### src/rtl/muldiv_if.sv
// EX-stage <-> multiply/divide sequencer link: op issue, flush, MTHI/MTLO writes and HI/LO readback.
interface muldiv_if #(
    parameter int unsigned WIDTH = 32
);
    logic             start;
    logic [1:0]       op;
    logic [WIDTH-1:0] opa;
    logic [WIDTH-1:0] opb;
    logic             flush;
    logic             hi_we;
    logic             lo_we;
    logic [WIDTH-1:0] wdata;
    logic             busy_o;
    logic             stall_o;
    logic             done_o;
    logic [WIDTH-1:0] hi_o;
    logic [WIDTH-1:0] lo_o;

    modport master (
        output start, op, opa, opb, flush, hi_we, lo_we, wdata,
        input  busy_o, stall_o, done_o, hi_o, lo_o
    );

    modport slave (
        input  start, op, opa, opb, flush, hi_we, lo_we, wdata,
        output busy_o, stall_o, done_o, hi_o, lo_o
    );
endinterface

### src/rtl/muldiv_sequencer.sv
// Iterative MULT/MULTU/DIV/DIVU unit owning HI/LO: one shift-add or restoring-divide step per cycle,
// sign fix-up and commit in a final cycle, plus MTHI/MTLO writes while idle.
module muldiv_sequencer #(
    parameter int unsigned WIDTH = 32
) (
    input  logic    clk,
    input  logic    rst,
    muldiv_if.slave bus
);
    localparam int unsigned      CNT_W    = (WIDTH > 1) ? $clog2(WIDTH) : 1;
    localparam int unsigned      PROD_W   = 2 * WIDTH;
    localparam logic [CNT_W-1:0] CNT_LAST = CNT_W'(WIDTH - 1);

    typedef enum logic [1:0] {
        S_IDLE = 2'd0,
        S_CALC = 2'd1,
        S_FIX  = 2'd2
    } state_e;

    state_e              state_q, state_d;
    logic [CNT_W-1:0]    cnt_q, cnt_d;
    logic                is_div_q, is_div_d;
    logic                neg_res_q, neg_res_d;
    logic                neg_rem_q, neg_rem_d;
    logic [WIDTH-1:0]    opnd_q, opnd_d;
    logic [PROD_W-1:0]   acc_q, acc_d;
    logic [WIDTH-1:0]    hi_q, hi_d;
    logic [WIDTH-1:0]    lo_q, lo_d;
    logic                done_q, done_d;

    logic                accept_c;
    logic                signed_c;
    logic                sa_c;
    logic                sb_c;
    logic [WIDTH-1:0]    mag_a_c;
    logic [WIDTH-1:0]    mag_b_c;
    logic [WIDTH:0]      add_c;
    logic [WIDTH:0]      shl_c;
    logic [WIDTH:0]      sub_c;
    logic [PROD_W-1:0]   prod_fix_c;
    logic [WIDTH-1:0]    quo_fix_c;
    logic [WIDTH-1:0]    rem_fix_c;

    // Operand magnitudes; ops 0 and 2 are the signed ones.
    assign signed_c = ~bus.op[0];
    assign sa_c     = signed_c & bus.opa[WIDTH-1];
    assign sb_c     = signed_c & bus.opb[WIDTH-1];
    assign mag_a_c  = sa_c ? (WIDTH'(0) - bus.opa) : bus.opa;
    assign mag_b_c  = sb_c ? (WIDTH'(0) - bus.opb) : bus.opb;

    // A finished op's still-held start is blocked by done_q for one cycle.
    assign accept_c = (state_q == S_IDLE) & bus.start & ~done_q & ~bus.flush;

    // Multiply: acc = {partial product, remaining multiplier bits}.
    assign add_c = {1'b0, acc_q[PROD_W-1:WIDTH]} + {1'b0, opnd_q};
    // Divide: acc = {partial remainder, dividend bits shifting out / quotient bits shifting in}.
    assign shl_c = {acc_q[PROD_W-1:WIDTH], acc_q[WIDTH-1]};
    assign sub_c = shl_c - {1'b0, opnd_q};

    assign prod_fix_c = neg_res_q ? (PROD_W'(0) - acc_q) : acc_q;
    assign quo_fix_c  = neg_res_q ? (WIDTH'(0) - acc_q[WIDTH-1:0]) : acc_q[WIDTH-1:0];
    assign rem_fix_c  = neg_rem_q ? (WIDTH'(0) - acc_q[PROD_W-1:WIDTH]) : acc_q[PROD_W-1:WIDTH];

    // State register.
    always_ff @(posedge clk) begin
        if (!rst) begin
            state_q <= S_IDLE;
        end else begin
            state_q <= state_d;
        end
    end

    // Next-state logic; flush aborts from any state.
    always_comb begin
        state_d = state_q;
        if (bus.flush) begin
            state_d = S_IDLE;
        end else begin
            case (state_q)
                S_IDLE:  if (accept_c) state_d = S_CALC;
                S_CALC:  if (cnt_q == CNT_LAST) state_d = S_FIX;
                S_FIX:   state_d = S_IDLE;
                default: state_d = S_IDLE;
            endcase
        end
    end

    // Outputs.
    always_comb begin
        bus.busy_o  = (state_q != S_IDLE);
        bus.stall_o = (state_q != S_IDLE) | accept_c;
        bus.done_o  = done_q;
        bus.hi_o    = hi_q;
        bus.lo_o    = lo_q;
    end

    // Datapath next values.
    always_comb begin
        cnt_d     = cnt_q;
        is_div_d  = is_div_q;
        neg_res_d = neg_res_q;
        neg_rem_d = neg_rem_q;
        opnd_d    = opnd_q;
        acc_d     = acc_q;
        hi_d      = hi_q;
        lo_d      = lo_q;
        done_d    = 1'b0;
        if (bus.flush) begin
            cnt_d = '0;
        end else begin
            case (state_q)
                S_IDLE: begin
                    if (accept_c) begin
                        cnt_d    = '0;
                        is_div_d = bus.op[1];
                        if (bus.op[1]) begin
                            // A zero divisor keeps the all-ones quotient unnegated.
                            opnd_d    = mag_b_c;
                            acc_d     = {WIDTH'(0), mag_a_c};
                            neg_res_d = (sa_c ^ sb_c) & (|bus.opb);
                            neg_rem_d = sa_c;
                        end else begin
                            opnd_d    = mag_a_c;
                            acc_d     = {WIDTH'(0), mag_b_c};
                            neg_res_d = sa_c ^ sb_c;
                            neg_rem_d = 1'b0;
                        end
                    end
                end
                S_CALC: begin
                    cnt_d = cnt_q + CNT_W'(1);
                    if (is_div_q) begin
                        if (!sub_c[WIDTH]) begin
                            acc_d = {sub_c[WIDTH-1:0], acc_q[WIDTH-2:0], 1'b1};
                        end else begin
                            acc_d = {shl_c[WIDTH-1:0], acc_q[WIDTH-2:0], 1'b0};
                        end
                    end else if (acc_q[0]) begin
                        acc_d = {add_c, acc_q[WIDTH-1:1]};
                    end else begin
                        acc_d = {1'b0, acc_q[PROD_W-1:1]};
                    end
                end
                S_FIX: begin
                    cnt_d  = '0;
                    done_d = 1'b1;
                    if (is_div_q) begin
                        lo_d = quo_fix_c;
                        hi_d = rem_fix_c;
                    end else begin
                        hi_d = prod_fix_c[PROD_W-1:WIDTH];
                        lo_d = prod_fix_c[WIDTH-1:0];
                    end
                end
                default: cnt_d = '0;
            endcase
            // MTHI/MTLO land only while idle, including the done cycle.
            if (state_q == S_IDLE) begin
                if (bus.hi_we) hi_d = bus.wdata;
                if (bus.lo_we) lo_d = bus.wdata;
            end
        end
    end

    // Datapath registers.
    always_ff @(posedge clk) begin
        if (!rst) begin
            cnt_q     <= '0;
            is_div_q  <= 1'b0;
            neg_res_q <= 1'b0;
            neg_rem_q <= 1'b0;
            opnd_q    <= '0;
            acc_q     <= '0;
            hi_q      <= '0;
            lo_q      <= '0;
            done_q    <= 1'b0;
        end else begin
            cnt_q     <= cnt_d;
            is_div_q  <= is_div_d;
            neg_res_q <= neg_res_d;
            neg_rem_q <= neg_rem_d;
            opnd_q    <= opnd_d;
            acc_q     <= acc_d;
            hi_q      <= hi_d;
            lo_q      <= lo_d;
            done_q    <= done_d;
        end
    end
endmodule

### src/flat_wrapper.sv
// flat-port wrapper written by rule: the top's interface ports become plain ports
module muldiv_sequencer_flat 
#(
    parameter int unsigned WIDTH = 32
)
  (clk, rst, bus_start, bus_op, bus_opa, bus_opb, bus_flush, bus_hi_we, bus_lo_we, bus_wdata, bus_busy_o, bus_stall_o, bus_done_o, bus_hi_o, bus_lo_o);
  muldiv_if #(.WIDTH(WIDTH)) bus_i ();
  input  logic clk;
  input  logic rst;
  input wire logic [$bits(bus_i.start)-1:0] bus_start;
  input wire logic [$bits(bus_i.op)-1:0] bus_op;
  input wire logic [$bits(bus_i.opa)-1:0] bus_opa;
  input wire logic [$bits(bus_i.opb)-1:0] bus_opb;
  input wire logic [$bits(bus_i.flush)-1:0] bus_flush;
  input wire logic [$bits(bus_i.hi_we)-1:0] bus_hi_we;
  input wire logic [$bits(bus_i.lo_we)-1:0] bus_lo_we;
  input wire logic [$bits(bus_i.wdata)-1:0] bus_wdata;
  output wire logic [$bits(bus_i.busy_o)-1:0] bus_busy_o;
  output wire logic [$bits(bus_i.stall_o)-1:0] bus_stall_o;
  output wire logic [$bits(bus_i.done_o)-1:0] bus_done_o;
  output wire logic [$bits(bus_i.hi_o)-1:0] bus_hi_o;
  output wire logic [$bits(bus_i.lo_o)-1:0] bus_lo_o;
  assign bus_i.start = bus_start;
  assign bus_i.op = bus_op;
  assign bus_i.opa = bus_opa;
  assign bus_i.opb = bus_opb;
  assign bus_i.flush = bus_flush;
  assign bus_i.hi_we = bus_hi_we;
  assign bus_i.lo_we = bus_lo_we;
  assign bus_i.wdata = bus_wdata;
  assign bus_busy_o = bus_i.busy_o;
  assign bus_stall_o = bus_i.stall_o;
  assign bus_done_o = bus_i.done_o;
  assign bus_hi_o = bus_i.hi_o;
  assign bus_lo_o = bus_i.lo_o;
  muldiv_sequencer #(.WIDTH(WIDTH)) u_core (.clk(clk), .rst(rst), .bus(bus_i));
endmodule
### config.mk
export PLATFORM = sky130hd
export DESIGN_NAME = muldiv_sequencer_flat
export DESIGN_NICKNAME = d
export VERILOG_FILES = /design/src/rtl/muldiv_if.sv /design/src/rtl/muldiv_sequencer.sv /design/src/flat_wrapper.sv
export SDC_FILE = /design/constraint.sdc
export NUM_CORES = 1
export LEC_CHECK = 0
export ABC_AREA = 0
export CAP_MARGIN = 10
export CELL_PAD_IN_SITES_DETAIL_PLACEMENT = 0
export CELL_PAD_IN_SITES_GLOBAL_PLACEMENT = 1
export CORE_MARGIN = 1
export CORE_UTILIZATION = 43
export CTS_BUF_LIST = sky130_fd_sc_hd__clkbuf_4
export DETAILED_ROUTE_END_ITERATION = 6
export GPL_ROUTABILITY_DRIVEN = 0
export PLACE_DENSITY = 0.84
export SETUP_SLACK_MARGIN = 0.05
export SLEW_MARGIN = 20
export SYNTH_ARGS = -nofsm -noshare
export SYNTH_HDL_FRONTEND = slang
export SYNTH_SLANG_ARGS = --single-unit
### constraint.sdc
create_clock -name clk -period 4 [get_ports clk]
set_clock_uncertainty 0.1 [all_clocks]
set_input_delay 1 -clock clk [delete_from_list [all_inputs] [get_ports clk]]
set_output_delay 1 -clock clk [all_outputs]
set_load 0.05 [all_outputs]
==> impl_metrics.csv, run 1 <==
group,metric,value,unit
synthesis,ys.warnings.count,0,
floorplan,die_h,193.4,µm
run_status,status,"complete, but fails checks",
route,drc_errors,6,
synthesis,synth_nets,2358,
floorplan,io_pins,171,
worst_setup_path,worstRegToRegCells,13,
power_and_ir_drop,peakVddDrop,0.2053,mV
global_routing,grt_pass1_vias,15940,
synthesis,synth.distinct_cells,95,
clock_tree,numCtsBuffers,17,
global_routing,grt_pass1_wl,95.62,mm
floorplan,dieArea,0.03739,mm²
placed_design,dp_hpwl,48.83,mm
worst_hold_path,hold_end,"u_core.cnt_q[3]",
route,viasPerCell,6.339,
worst_hold_path,hold_depth,1,
synthesis,ys_ff_latch,171,
route,wl_per_cell,22.61,µm
worst_setup_path,crit_path_start_kind,"register",
worst_hold_path,hold_path.startpoint,"u_core.cnt_q[3]",
global_routing,overflow,0,
timing,min_period,3.795,ns
worst_setup_path,regToRegSetupSlack,0.20,ns
clock_tree,cts_buffer_depth,2,
timing,fmax,263.5,MHz
synthesis,syn_area,0.01575,mm²
synthesis,synth-simple-area-share,0.2236,
synthesis,async_flop_share,0,
clock_tree,holdBufCountCts,0,
clock_tree,clkLatencyLatePin,0.67,ns
worst_setup_path,cp_max_fo,12,
layout,nets,2479,
timing,setup_viol,0,
global_routing,grt_antenna_before_repair,1,
worst_hold_path,min_path_type,"reg -> reg",
route,antenna_left,0,
global_routing,grt_max_degree,70,
job,maxCapViolCount,0,
route,first_iter_violations,1870,
synthesis,avgSynthCellArea,7.216,µm²
timing,relSlewSlack,0.4296,
run_status,violations,"DRC",
clock_tree,cts_tree,"yes",
synthesis,synth_cells,2182,
timing,hold_viol_final,0,
layout,design_area,0.01840,mm²
timing,finalCritPeriodShare,0.9488,
timing,slew_viol_final,0,
worst_setup_path,worstPathArrival,4.24,ns
route,dr_total_vias,17610,
synthesis,synth_edf_count,0,
synthesis,synthMuxAreaShare,0.04354,
worst_setup_path,end_kind,"register",
synthesis,synthXorXnorAreaFrac,0.08510,
global_routing,grtUsageTotal,0.3266,
timing,grt_setup_unrepaired,"false",
synthesis,synth_ff_type,"dfxtp_1",
placed_design,io_buffers,170,
worst_setup_path,cp.required,4.44,ns
synthesis,synth_compound_area_frac,0.3147,
layout,area_growth,16.88,%
timing,setup_tns,0,ns
timing,whs,0.3604,ns
floorplan,initial_core_util,0.4395,
route,routed_wl,62.80,mm
synthesis,synth_top_family_by_area,"compound AO/OA/AOI/OAI gates",
synthesis,synth_fa_ha_area_frac,0.05816,
power_and_ir_drop,power.density,257.6,mW/mm²
floorplan,core_region_area,0.03583,mm²
placed_design,dpl_cell_area,0.01809,mm²
route,dr.pass1.iters,7,
worst_setup_path,r2r-start,"u_core.acc_q[31]",
clock_tree,path_clk_slew,0.16,ns
clock_tree,cts_root_buffer,"clkbuf_4",
layout,layout-drive-gt1-share,0.07858,
timing,fin_ws,0.2048,ns
timing,worstMarginPinSlew,0.8524,ns
clock_tree,ctsHtreeMaxLevel,4,
power_and_ir_drop,fin_total_pwr,0.004740,W
worst_setup_path,r2r_end,"u_core.acc_q[45]",
clock_tree,cts_sinks,171,
floorplan,fp-row-count,69,
synthesis,yosysSeqAreaShare,0.2174,
placed_design,dp_slack,0.07823,ns
worst_setup_path,worstSetupPathType,"reg -> reg",
power_and_ir_drop,p_leak,7.406,nW
floorplan,die-width,193.4,µm
## metal layers
metal	track usage	up-vias	wire length (µm)
met5	0	-	0
met1	0.4513	8329	27350
met4	0.1419	0	2885
met2	0.5054	887	27190
li1	-	8252	-
met3	0.04533	142	5371
## kinds of logic after synthesis
kind of cell / Yosys count
and+or+nand+nor: 717
adders and majority gates: 72
DFF: 171
muxes: 67
buffers and inverters: 233
AOI/OAI and AO/OA: 769
xor gates and xnor gates: 153
## metrics by stage
stage,utilization,cells
finish,0.5137,2778
CTS,0.5130,2775
detailed placement,0.5050,2743
global placement,0.5050,2743
floorplan,-,2182
global route,0.5137,2778
## synth_stat cells, types with 16 or more instances
cell type    n  share of area
nor2_1     186          0.044
nand2_1    239          0.057
a211oi_1    35          0.017
o21ai_0    179          0.057
o31ai_1     28          0.013
nor4_1      21         0.0083
ha_1        70          0.056
nor3_1      38          0.012
xnor2_1     66          0.037
or3_1       30          0.012
a31oi_1     29          0.012
a21oi_1    219          0.070
mux2i_1     58          0.037
o211a_1     22          0.014
and2_1      26          0.010
nor2b_1     31          0.012
clkbuf_1   137          0.033
o221ai_1    16         0.0089
dfxtp_1    171           0.22
nand4_1     26          0.010
nand3_1     35          0.011
o211ai_1    40          0.019
xor2_1      87          0.048
a21o_1      27          0.013
inv_1       73          0.017
## worst max-delay path, stage by stage, from the launching register on
cell	delay, ns
dfxtp_2	0.43
inv_1	0.12
ha_1	0.25
fa_1	0.38
nand2b_1	0.21
a21oi_2	0.19
o21ai_1	0.15
o31a_1	0.35
a211oi_4	0.32
buf_4	0.17
o211ai_2	0.12
nand3_4	0.27
mux2_4	0.33
a221o_1	0.31
## timing repair
action | 4_1_cts | 5_1_grt
buffers inserted | 0 | 2
gates resized for setup | 0 | 4
setup endpoints to repair | 0 | 18
## area by class of cell
type                    count  area [µm²]
clock inverters            13       143.9
well taps                 461       576.8
clock buffers              19       142.6
flip-flops and latches    171        3430
diodes                      1       2.502
multi-input cells        1778       11440
fillers                  3508       17420
repair buffers            261        2387
inverters                  74       277.8
## flip-flops by register name, indices dropped and copies added, names as in the netlist
| signal | cells |
|---|---|
| u_core.acc_q | 64 |
| u_core.bus.hi_o | 32 |
| u_core.bus.lo_o | 32 |
| u_core.opnd_q | 32 |
| u_core.cnt_q | 5 |
| u_core.state_q | 2 |
| u_core.bus.done_o | 1 |
| u_core.is_div_q | 1 |
| u_core.neg_rem_q | 1 |
| u_core.neg_res_q | 1 |
## placed cells by master, fill, tap and decap left out, types with 70 or more instances in the layout
cell type / synthesis / routed
dfxtp_1: 171 / 168
buf_4: 1 / 92
clkdlybuf4s50_1: 0 / 167
nand2_1: 239 / 239
inv_1: 73 / 73
ha_1: 70 / 70
nor2_1: 186 / 186
a21oi_1: 219 / 219
xor2_1: 87 / 87
o21ai_0: 179 / 178
## worst max path at each step
stage,startpoint,endpoint,slack (ns),cells after the start
global placement,bus_opa[16],u_core.acc_q[29],0.14,9
global route,u_core.acc_q[31],u_core.acc_q[47],0.04,14
CTS,u_core.acc_q[31],u_core.acc_q[45],0.11,12
finish,u_core.acc_q[31],u_core.acc_q[45],0.20,13
detailed placement,bus_opa[16],u_core.acc_q[26],0.08,10
floorplan,u_core.acc_q[31],u_core.acc_q[45],0.58,13
## where the power goes
part	internal, W	leakage (nW)	switching (W)	total (W)
registers	0.00179	1.40	0.000130	0.00192
logic	0.000659	5.86	0.00106	0.00172
clock network	0.000388	0.147	0.000710	0.00110
total	0.00284	7.41	0.00190	0.00474
Note: power is estimated with default switching activity, not from simulation.
==> run 2: changes to the inputs <==
--- a/config.mk
+++ b/config.mk
@@ -10,11 +10,13 @@
 export CELL_PAD_IN_SITES_DETAIL_PLACEMENT = 0
 export CELL_PAD_IN_SITES_GLOBAL_PLACEMENT = 1
 export CORE_MARGIN = 1
-export CORE_UTILIZATION = 43
+export CORE_UTILIZATION = 47
 export CTS_BUF_LIST = sky130_fd_sc_hd__clkbuf_4
+export CTS_CLUSTER_SIZE = 20
 export DETAILED_ROUTE_END_ITERATION = 6
 export GPL_ROUTABILITY_DRIVEN = 0
-export PLACE_DENSITY = 0.84
+export PLACE_DENSITY = 0.91
+export REMOVE_ABC_BUFFERS = 1
 export SETUP_SLACK_MARGIN = 0.05
 export SLEW_MARGIN = 20
 export SYNTH_ARGS = -nofsm -noshare
==> constraint.sdc (replaced) <==
create_clock -name clk -period 4.75 [get_ports clk]
set_clock_uncertainty 0.1 [all_clocks]
set_input_delay 1.1875 -clock clk [delete_from_list [all_inputs] [get_ports clk]]
set_output_delay 1.1875 -clock clk [all_outputs]
set_load 0.05 [all_outputs]
==> run 2 against run 1 <==
Compared with the run above: critical path type unchanged; setup slack gained 0.33 ns; register-to-register slack gained 0.33 ns; total power shrank 15%; first-iteration DRC count shrank 3.1%; the flow still finishes with violations (DRC); utilization grew 3.9 points; non-clock buffer count shrank 40; maximum frequency shrank 9.9%; sequential power shrank 16%.
==> impl_metrics.csv, run 2 (synthesis gave the netlist of run 1 again) <==
group,metric,value,unit
run_status,status,"complete, but fails checks",
run_status,violations,"DRC",
floorplan,dieArea,0.03424,mm²
power_and_ir_drop,fin_total_pwr,0.004017,W
placed_design,io_buffers,170,
worst_setup_path,worstRegToRegCells,13,
layout,final_core_util,0.5528,
worst_hold_path,hold_end,"u_core.cnt_q[3]",
floorplan,die_h,185.0,µm
worst_setup_path,cp_max_fo,20,
route,routed_wl,59.66,mm
timing,hold_viol_final,0,
layout,layout-drive-gt1-share,0.06107,
power_and_ir_drop,pwr-share-clk,0.252,
worst_setup_path,cp_slowest_stage_delay,0.44,ns
timing,finalCritPeriodShare,0.8864,
worst_hold_path,hold_path.startpoint,"u_core.cnt_q[3]",
global_routing,overflow,0,
clock_tree,clkLatencyLatePin,0.64,ns
clock_tree,cts_resized,0,
placed_design,dp_slack,0.6049,ns
worst_setup_path,cp.required,5.18,ns
placed_design,placed_cells,2686,
worst_hold_path,min_path_type,"reg -> reg",
worst_setup_path,crit_path_start_kind,"register",
power_and_ir_drop,combPwrFrac,0.345,
power_and_ir_drop,pwr-share-seq,0.403,
global_routing,grt_pass1_vias,15740,
timing,min_period,4.211,ns
worst_setup_path,worstPathArrival,4.64,ns
floorplan,io_pins,171,
worst_hold_path,hold_depth,1,
placed_design,dp_hpwl,45.88,mm
timing,grt_setup_unrepaired,"false",
timing,worstMarginPinSlew,0.9921,ns
floorplan,initial_core_util,0.4803,
power_and_ir_drop,p_leak,7.234,nW
worst_setup_path,crit_chain,"inv_1 -> ha_1 -> fa_1 -> nand2b_1 -> a21oi_2 -> o21ai_1 -> o31a_1 -> a211oi_4 -> or4b_1 -> nand3_4 -> buf_4 -> a21boi_0 -> o21ai_0",
timing,slew_viol_final,0,
clock_tree,path_clk_slew,0.17,ns
route,viasPerCell,6.424,
clock_tree,ctsHtreeMaxLevel,4,
timing,fmax,237.5,MHz
clock_tree,cts_root_buffer,"clkbuf_4",
layout,final_cell_mix,"nand2_1, a21oi_1, nor2_1, o21ai_0, dfxtp_1",
worst_setup_path,end_kind,"register",
layout,regArea,0.003427,mm²
worst_setup_path,slowest_stage,"dfxtp_1",
route,drc_errors,2,
worst_setup_path,r2r-start,"u_core.acc_q[31]",
clock_tree,numCtsBuffers,17,
clock_tree,cts_buffer_depth,2,
layout,multi_input_area,0.01144,mm²
global_routing,grt_max_degree,91,
global_routing,grtUsageTotal,0.3440,
timing,setup_viol,0,
clock_tree,holdBufCountCts,0,
power_and_ir_drop,switchingPower,0.001595,W
layout,layout.cells.most_common,"nand2_1",
worst_setup_path,regToRegSetupSlack,0.54,ns
route,first_iter_violations,1812,
layout,nets,2439,
global_routing,grt_antenna_before_repair,1,
layout,fillers,3155,
layout,largest_register_ffs,64,
worst_setup_path,r2r_end,"u_core.acc_q[54]",
clock_tree,post_cts_buffers,0,
clock_tree,cts_sinks,171,
job,maxCapViolCount,0,
route,wl_per_cell,21.93,µm
route,dr_total_vias,17470,
floorplan,die-width,185.0,µm
power_and_ir_drop,switching_share,0.3971,
timing,relSlewSlack,0.3325,
timing,fin_ws,0.5394,ns
floorplan,fp-row-count,66,
layout,regMostFlops,"u_core.acc_q",
global_routing,grt_pass1_wl,91.07,mm
route,dr.pass1.iters,7,
power_and_ir_drop,peakVddDrop,0.1619,mV
clock_tree,cts_tree,"yes",
layout,instances_no_fill,2720,
worst_setup_path,worstSetupPathType,"reg -> reg",
floorplan,core_region_area,0.03278,mm²
timing,setup_tns,0,ns
power_and_ir_drop,power.density,221.6,mW/mm²
route,antenna_left,0,
layout,area_growth,15.10,%
power_and_ir_drop,p_int,0.002422,W
==> run 2: cell type report <==
cell class                 count  share of cell area
clock buffer                  18            0.007456
sequential                   171              0.1891
clock inverter                14             0.01001
tap                          442             0.03051
antenna                        2           0.0002761
inverter                      74             0.01533
multi-input combinational   1778              0.6315
timing repair buffer         221              0.1158
==> run 2: how the worst max path moves through the flow <==
| stage | from | end | cells after the start |
|---|---|---|---|
| after floorplan | u_core.state_q[1] | u_core.acc_q[14] | 5 |
| after global placement | bus_opb[14] | u_core.acc_q[27] | 9 |
| after detailed placement | bus_opb[14] | u_core.acc_q[27] | 9 |
| after CTS | u_core.acc_q[31] | u_core.acc_q[45] | 12 |
| after global routing | u_core.acc_q[31] | u_core.acc_q[54] | 13 |
| final | u_core.acc_q[31] | u_core.acc_q[54] | 13 |
==> run 2: metrics by stage <==
stage | hold slack (ns) | area [µm²]
4_1_cts | 0.3717 | 18120
2_1_floorplan | 0.3143 | 15120
6_report | 0.3783 | 18120
3_3_place_gp | 0.3333 | 17800
3_5_place_dp | 0.3575 | 17800
5_1_grt | 0.4004 | 18120
==> run 2: power groups by stage <==
stage,clock network (W),logic (W),registers (W)
after floorplan,0,0.000742,0.00173
after global placement,0,0.00134,0.00164
after detailed placement,0,0.00135,0.00164
after CTS,0.00101,0.00136,0.00161
after global routing,0.00107,0.00148,0.00163
final,0.00101,0.00138,0.00162
==> run 2: per-layer routing <==
| layer | global-route usage | wire length (µm) |
|---|---|---|
| met5 | 0 | 0 |
| met4 | 0.1445 | 2412 |
| met3 | 0.06134 | 5878 |
| met2 | 0.5233 | 25730 |
| met1 | 0.4747 | 25640 |
==> run 2: worst max-delay path, delay by kind of cell (launching register included) <==
kind | cells | cell delay [ns]
AO/OA/AOI/OAI | 6 | 1.51
AND/OR/NAND/NOR | 3 | 0.99
adder cells (fa/ha/maj) | 2 | 0.62
flip-flops | 1 | 0.44
buffers and inverters | 2 | 0.43
